<file path="src/rtl/regfile_pkg.sv">
// regfile_pkg: shared register-file widths and constants for the writeback arbiter.
package regfile_pkg;
    localparam int unsigned REG_ADDR_W = 5;
    localparam int unsigned NUM_REGS   = 32;
    localparam int unsigned DATA_W     = 32;
    localparam int unsigned CNT_W      = 4;
    localparam logic [REG_ADDR_W-1:0] ZERO_REG = '0;
    localparam logic [CNT_W-1:0]      CNT_MAX  = '1;
endpackage

</file>
<file path="src/rtl/reg_scoreboard.sv">
// reg_scoreboard: busy bit per register for pending late writes, with
// same-cycle forwarding on lookups and set-over-clear priority.
module reg_scoreboard
    import regfile_pkg::*;
(
    input  logic                  clk,
    input  logic                  rst,
    input  logic                  set_en,
    input  logic [REG_ADDR_W-1:0] set_addr,
    input  logic                  clr_en,
    input  logic [REG_ADDR_W-1:0] clr_addr,
    input  logic [REG_ADDR_W-1:0] rs_addr,
    input  logic [REG_ADDR_W-1:0] rt_addr,
    output logic                  rs_busy,
    output logic                  rt_busy
);
    logic [NUM_REGS-1:0] busy_q, busy_d, set_mask, clr_mask;

    always_comb begin
        set_mask = '0;
        clr_mask = '0;
        set_mask[set_addr] = set_en;
        clr_mask[clr_addr] = clr_en;
        busy_d = (busy_q & ~clr_mask) | set_mask;
        busy_d[ZERO_REG] = 1'b0;
        // A clear in this cycle is forwarded by the register file write.
        rs_busy = rst && busy_q[rs_addr] && !(clr_en && clr_addr == rs_addr);
        rt_busy = rst && busy_q[rt_addr] && !(clr_en && clr_addr == rt_addr);
    end

    always_ff @(posedge clk) begin
        if (!rst) busy_q <= '0;
        else      busy_q <= busy_d;
    end
endmodule

</file>
<file path="src/rtl/regfile_wb_arbiter.sv">
// regfile_wb_arbiter: shares one register-file write port between the in-order
// pipe and a late multi-cycle unit, stalling the pipe when the late unit starves.
module regfile_wb_arbiter
    import regfile_pkg::*;
#(
    parameter int unsigned STARVE_MAX = 4
) (
    input  logic                  clk,
    input  logic                  rst,
    input  logic                  pipe_we_i,
    input  logic [REG_ADDR_W-1:0] pipe_waddr_i,
    input  logic [DATA_W-1:0]     pipe_wdata_i,
    input  logic                  late_valid_i,
    input  logic [REG_ADDR_W-1:0] late_addr_i,
    input  logic [DATA_W-1:0]     late_data_i,
    output logic                  late_ready_o,
    input  logic                  issue_i,
    input  logic [REG_ADDR_W-1:0] issue_addr_i,
    input  logic [REG_ADDR_W-1:0] rs_addr_i,
    input  logic [REG_ADDR_W-1:0] rt_addr_i,
    output logic                  rs_busy_o,
    output logic                  rt_busy_o,
    output logic                  we_o,
    output logic [REG_ADDR_W-1:0] waddr_o,
    output logic [DATA_W-1:0]     wdata_o,
    output logic                  stall_o
);
    logic [CNT_W-1:0] cnt_q, cnt_d;
    logic             stall_q, stall_d;
    logic             pipe_eff, late_hs;

    always_comb begin
        pipe_eff = rst && pipe_we_i && (pipe_waddr_i != ZERO_REG) && !stall_q;
        late_hs  = rst && late_valid_i && !pipe_eff;
        we_o     = 1'b0;
        waddr_o  = ZERO_REG;
        wdata_o  = '0;
        if (pipe_eff) begin
            we_o    = 1'b1;
            waddr_o = pipe_waddr_i;
            wdata_o = pipe_wdata_i;
        end else if (late_hs && late_addr_i != ZERO_REG) begin
            we_o    = 1'b1;
            waddr_o = late_addr_i;
            wdata_o = late_data_i;
        end
        cnt_d   = (!late_valid_i || late_hs) ? '0 : (cnt_q == CNT_MAX) ? cnt_q : cnt_q + 1'b1;
        // Stall holds until the late request actually drains.
        stall_d = late_hs ? 1'b0 : (stall_q || cnt_d >= CNT_W'(STARVE_MAX));
    end

    always_ff @(posedge clk) begin
        if (!rst) begin
            cnt_q   <= '0;
            stall_q <= 1'b0;
        end else begin
            cnt_q   <= cnt_d;
            stall_q <= stall_d;
        end
    end

    assign late_ready_o = late_hs;
    assign stall_o      = stall_q;

    reg_scoreboard u_sb (
        .clk      (clk),
        .rst      (rst),
        .set_en   (issue_i),
        .set_addr (issue_addr_i),
        .clr_en   (late_hs),
        .clr_addr (late_addr_i),
        .rs_addr  (rs_addr_i),
        .rt_addr  (rt_addr_i),
        .rs_busy  (rs_busy_o),
        .rt_busy  (rt_busy_o)
    );
endmodule

</file>
<file path="config.mk">
export PLATFORM = sky130hd
export DESIGN_NAME = regfile_wb_arbiter
export DESIGN_NICKNAME = d
export VERILOG_FILES = /design/src/rtl/regfile_pkg.sv /design/src/rtl/reg_scoreboard.sv /design/src/rtl/regfile_wb_arbiter.sv
export SDC_FILE = /design/constraint.sdc
export NUM_CORES = 1
export LEC_CHECK = 0
export BUFFER_PORTS_ARGS = -buffer_cell sky130_fd_sc_hd__buf_2
export CAP_MARGIN = 20
export CELL_PAD_IN_SITES_DETAIL_PLACEMENT = 0
export CELL_PAD_IN_SITES_GLOBAL_PLACEMENT = 1
export CORE_UTILIZATION = 33
export DETAILED_ROUTE_END_ITERATION = 10
export PLACE_DENSITY_LB_ADDON = 0.1
export RECOVER_POWER = 25
export SLEW_MARGIN = 0
export SYNTH_ARGS = -nofsm -noshare
export SYNTH_HDL_FRONTEND = slang
export SYNTH_SLANG_ARGS = --single-unit
</file>
<file path="constraint.sdc">
create_clock -name clk -period 2.1 [get_ports clk]
set_input_delay 0.105 -clock clk [delete_from_list [all_inputs] [get_ports clk]]
set_output_delay 0.105 -clock clk [all_outputs]
set_load 0.03 [all_outputs]
</file>
==> metrics.txt, run 1 <==
outcome=completed; Max Fclk=491.7 MHz; switching power total=0.5916 mW; Vias=2901; Final GP Congestion=0.7937; first-pass GRT wire length=14.29 mm; Syn Nets=407; PnR worst setup slack=0.06633 ns; Peak VDD IR=0.0002935 V; critical path type=register to primary output; worst-path cell with the longest stage delay=and3b_2; GRT overflow=0; syn avg cell area=8.730 um2; Antenna Cells=0; Non-Filler Instances=541; total CTS buffers=5; IO Pins=136; Final setup viols=0; # fillers=808; Clk Latency, worst-skew pair=0.29 ns; DRT Pass-1 Iters=4; Initial Utilization=34.71%; crit path time final=2.034 ns; row cnt=32; Detailed Place HPWL=7.073 mm; setup bufs post-CTS=0; leak pwr=1.611 nW; wirelength, routed=9.514 mm; dominant cells by area after synthesis=dfxtp_1, mux4_2, a22o_1; RSZ-0062 raised after global routing=yes; Final ANT Viol Nets=0; CTS root buf=clkbuf_8; number of global-route vias before repair=2594; post-synthesis sequential area ratio=26.46%; height of the chip=92.85 um; Worst-Margin Slew=0.6091 ns; Pwr Density=531.5 nW/um2; Max stage delay on crit path=0.33 ns; Worst Skew=0.01198 ns; cell-internal power=1.320 mW; core area=7848 um2; ys async rst share=0%; Max Cap Violations=0; largest net degree at the start of global routing=43; CTS Buffer Depth=2; Post-Syn Area=2724 um2; post-synth top area cell=dfxtp_1; CP Data Required Time=2.00 ns; PortBufs=135; Via density=5.362; Ys Warns=0; dominant register cell in the synthesized netlist=dfxtp_1; die area=8621 um2; CP Capture Type=primary output; WL/cell=17.59 um; Slew Limit Headroom=59.24%; setup TNS=0 ns; initial antenna violation count=0; Sink Count=36; placed cells=532; Net Sw Frac=30.94%; DIE WIDTH=92.85 um; Worst Hold Class=primary input to register; worst-path fanout max=7; Syn Inst Count=312; detailed router's first-iteration violation count=191; critical path launch point type=register; worst path cell trace=and3b_2 -> o21ai_4 -> buf_4 -> nand2_1 -> o41ai_1 -> a211oi_1 -> buf_2; DR DRC count=0; Tcrit/Tclk final=96.84%; Comb pwr share=27.9%; TritonCTS clock tree=yes; Final Max Slew Viols=0; All-Layer GR Usage=21.24%; Final Hold Viols=0; Area growth, synth to finish=32.06%; most frequent cells in the layout=buf_2, nand2_1, dfxtp_1, a22o_1, o21ai_0; Post-synth EDFFs=0; DP Worst Slack=0.1442 ns; most common cell after layout, fill and taps aside=buf_2; Unique masters post-synth=44; H-tree levels=2; Reg power frac=36.5%; Final #Nets=533; Clock Pin Slew Worst Setup and Hold Paths=0.07 ns; share of post-route cells with drive strength above 1=41.00%; Hold Buf Count CTS=0; post-synth top area share=26.46%; Clk network pwr share=35.7%; post-synthesis register bit count=36; Worst Path Arrival=1.93 ns
## flip-flops by register name, indices dropped and copies added, names as in the netlist
register	flops
stall_o	1
u_sb.busy_q	31
cnt_q	4
## per-layer routing
layer	global-route usage, %	part of all wire (%)
met5	0	0
met4	4.615	0.86
met3	2.956	5.5
met2	31.56	45
met1	32.16	49
## through the flow
| stage | power (mW) | area, um2 | hold slack [ns] | utilization (%) |
|---|---|---|---|---|
| detailed placement | 1.241 | 3460 | 0.4435 | 44.08 |
| CTS | 1.918 | 3588 | 0.1392 | 45.73 |
| floorplan | 1.046 | 2724 | 0.2815 | - |
| global route | 1.997 | 3597 | 0.1683 | 45.84 |
| global placement | 1.239 | 3460 | 0.4451 | 44.08 |
| finish | 1.912 | 3597 | 0.1483 | 45.84 |
## power by group through the flow
stage          Combinational [mW]  Clock, mW  Sequential, mW
2_1_floorplan               0.335          0           0.711
3_3_place_gp                0.526          0           0.713
3_5_place_dp                0.527          0           0.713
4_1_cts                     0.529      0.691           0.697
5_1_grt                     0.569      0.730           0.699
6_report                    0.533      0.682           0.698
## synth_stat cells, types with 2 or more instances
master	count
a22o_1	34
clkbuf_1	15
nor2_1	9
or3b_2	2
a21boi_0	24
a211oi_1	2
nor3_1	3
o21ai_0	27
o41ai_1	2
dfxtp_1	36
and3b_1	6
inv_1	2
mux2_2	4
o311ai_0	8
o211ai_1	3
xor2_1	4
nand3b_1	3
buf_2	5
buf_1	3
xnor2_1	7
mux4_2	14
a21oi_1	5
nand3_1	14
mux2i_1	5
nand2_1	49
nor3b_1	5
buf_8	3
and3_1	2
## kinds of logic (layout without fill, tap and decap cells)
logic type                 count (synthesis)  after routing  share of synthesized area [%]
muxes                                     23             23                          15.07
adders and majority gates                  1              1                         0.4593
buffers and inverters                     30            156                          5.787
DFF                                       36             36                          26.46
xor gates and xnor gates                  11             11                          3.537
AOI/OAI and AO/OA                        109            110                          29.77
and+or+nand+nor                          102            102                          18.93
## worst max-delay path, delay by kind of cell, from the launching register on
kind                   cells  cell delay, ns
AND/OR/NAND/NOR            2            0.46
AO/OA/AOI/OAI              3            0.47
flip-flops                 1            0.32
buffers and inverters      2            0.40
## area by class of cell
cell class | instances | area, um2 | area share (%)
Multi-Input combinational cell | 247 | 1866 | 51.86
Timing Repair Buffer | 146 | 749.5 | 20.83
Clock inverter | 1 | 30.03 | 0.8348
Tap cell | 102 | 127.6 | 3.548
Clock buffer | 7 | 96.34 | 2.678
Inverter | 2 | 7.507 | 0.2087
Sequential cell | 36 | 720.7 | 20.03
## worst paths after layout
kind | slack, ns | end | depth (start not counted) | startpoint
max | 0.07 | rt_busy_o | 7 | stall_o$_SDFF_PP0_
min | 0.15 | stall_o$_SDFF_PP0_ | 3 | late_valid_i
max reg2reg | 0.36 | u_sb.busy_q[23]$_SDFF_PN0_ | 7 | stall_o$_SDFF_PP0_
min reg2reg | 0.49 | u_sb.busy_q[12]$_SDFF_PN0_ | 2 | u_sb.busy_q[12]$_SDFF_PN0_
## what timing repair did
action,4_1_cts,5_1_grt
endpoints found under the setup margin,7,35
pin swaps,0,0
cloned,0,1
gates resized for setup,2,1
No activity file was read; power rests on OpenSTA's default activity.
==> run 2: changes to the inputs <==
--- a/config.mk
+++ b/config.mk
@@ -5,11 +5,13 @@
 export SDC_FILE = /design/constraint.sdc
 export NUM_CORES = 1
 export LEC_CHECK = 0
+export ABC_AREA = 1
+export ABC_CLOCK_PERIOD_IN_PS = 2100
 export BUFFER_PORTS_ARGS = -buffer_cell sky130_fd_sc_hd__buf_2
 export CAP_MARGIN = 20
 export CELL_PAD_IN_SITES_DETAIL_PLACEMENT = 0
 export CELL_PAD_IN_SITES_GLOBAL_PLACEMENT = 1
-export CORE_UTILIZATION = 33
+export CORE_UTILIZATION = 31
 export DETAILED_ROUTE_END_ITERATION = 10
 export PLACE_DENSITY_LB_ADDON = 0.1
 export RECOVER_POWER = 25
==> metrics.txt, run 2 <==
post-cts sizing count=0; Worst Hold Class=primary input to register; Post-synth EDFFs=0; Reg area=720.7 um2; crit path time final=1.898 ns; WL/cell=14.46 um; Pwr Density=458.4 nW/um2; PortBufs=135; Biggest register=u_sb.busy_q; DIE WIDTH=102.1 um; Vias=4076; Final Max Slew Viols=0; critical path launch point type=register; most frequent cells in the layout=nand2_1, buf_2, nand3_1, inv_1; Non-Filler Instances=836; largest net degree at the start of global routing=37; dominant cells by area after synthesis=nand2_1, dfxtp_1, nand3_1; CTS Buffer Depth=2; GRT overflow=0; wirelength, routed=12.09 mm; DRT Pass-1 Iters=4; Final ANT Viol Nets=0; initial antenna violation count=0; Clock Pin Slew Worst Setup and Hold Paths=0.08 ns; post-synth top area cell=nand2_1; Unique masters post-synth=23; post-synthesis sequential area ratio=23.21%; setup bufs post-CTS=0; TritonCTS clock tree=yes; Worst-Margin Slew=0.6040 ns; Pwr Total=1.833 mW; height of the chip=102.1 um; detailed router's first-iteration violation count=175; Sink Count=36; syn avg cell area=5.401 um2; CP Data Required Time=2.00 ns; post-synthesis register bit count=36; multi-input logic area=2009 um2; RSZ-0062 raised after global routing=no; Syn Inst Count=575; Slew Limit Headroom=59.43%; setup TNS=0 ns; IO Pins=136; Antenna Cells=0; most frequent cell after synthesis=nand2_1; Hold Buf Count CTS=0; Peak VDD IR=0.0003810 V; number of global-route vias before repair=3651; Max Fclk=526.9 MHz; Final setup viols=0; # fillers=1135; Ys Warns=0; most common cell after layout, fill and taps aside=nand2_1; first-pass GRT wire length=18.09 mm; outcome=completed; Area growth, synth to finish=28.73%; Detailed Place HPWL=9.717 mm; dominant register cell in the synthesized netlist=dfxtp_1; Final Hold Viols=0; Final #Nets=797; Final GP Congestion=0.8717; Initial Utilization=31.92%; placed cells=828; ys async rst share=0%; hold_ws=0.1051 ns; Worst Skew=0.01228 ns; leak pwr=2.051 nW; critical path type=register to primary output; Post-Syn Area=3105 um2; die area=10420 um2; H-tree levels=2; total CTS buffers=5; Worst Path Arrival=1.79 ns; Max Cap Violations=0; post-synth top area share=26.59%; Clk Latency, worst-skew pair=0.28 ns; Tcrit/Tclk final=90.38%; CTS root buf=clkbuf_8; Via density=4.876; core area=9729 um2; DR DRC count=0; most frequent cells after synthesis=nand2_1, nand3_1, inv_1; CP Capture Type=primary output; Largest register FFs=31; Syn Nets=670; row cnt=36; worst-path fanout max=28; All-Layer GR Usage=22.74%; share of post-route cells with drive strength above 1=23.19%
[run 2: final timing paths]
path / from / to / slack, ns / depth (start not counted)
max: stall_o$_SDFF_PP0_ / wdata_o[4] / 0.20 / 10
min: rst / stall_o$_SDFF_PP0_ / 0.11 / 3
max reg2reg: stall_o$_SDFF_PP0_ / u_sb.busy_q[22]$_SDFF_PN0_ / 0.57 / 9
min reg2reg: u_sb.busy_q[13]$_SDFF_PN0_ / u_sb.busy_q[13]$_SDFF_PN0_ / 0.46 / 2
[run 2: worst max-delay path, stage by stage (launching register included)]
cell     delay [ns]
dfxtp_1        0.33
inv_1          0.05
nand2_1        0.09
nor2_4         0.05
nand2_4        0.09
nand2_4        0.13
inv_2          0.15
buf_6          0.23
nand3_1        0.11
nand2_1        0.07
buf_2          0.19
[run 2: logic make-up (layout without fill, tap and decap cells)]
| family | after synthesis | count (layout) | share of synthesized area [%] |
|---|---|---|---|
| AOI/OAI and AO/OA | 49 | 49 | 8.260 |
| DFF | 36 | 36 | 23.21 |
| and+or+nand+nor | 396 | 396 | 54.96 |
| buffers and inverters | 89 | 217 | 12.01 |
| xor gates and xnor gates | 3 | 3 | 0.8462 |
| muxes | 1 | 1 | 0.3223 |
| adders and majority gates | 1 | 1 | 0.4028 |
[run 2: area by class of cell]
class                           instances  area share [%]
Tap cell                              133           4.163
Clock inverter                          2          0.3443
Sequential cell                        36           18.03
Inverter                               61           5.728
Clock buffer                            6           2.066
Multi-Input combinational cell        450           50.27
Timing Repair Buffer                  148           19.41
[run 2: per-layer routing]
metal  track usage (%)  routed length, um
met1             26.93               5145
met2             42.44               5980
met3             3.146                713
met4             6.374                248
met5                 0                  0
[run 2: power breakdown]
group          internal [mW]  switching [mW]  total (mW)  leakage, nW
Sequential             0.691         0.00512       0.696        0.291
Clock                  0.268           0.256       0.524       0.0516
Combinational          0.204           0.408       0.613         1.71
[run 2: per-stage QoR]
step                setup slack [ns]  utilization [%]  cell area [um2]
floorplan                     0.2607                -             3105
global placement              0.3470            40.10             3901
detailed placement            0.3881            40.10             3901
CTS                           0.1107            41.09             3998
global route                 0.02428            41.09             3998
finish                        0.2021            41.09             3998
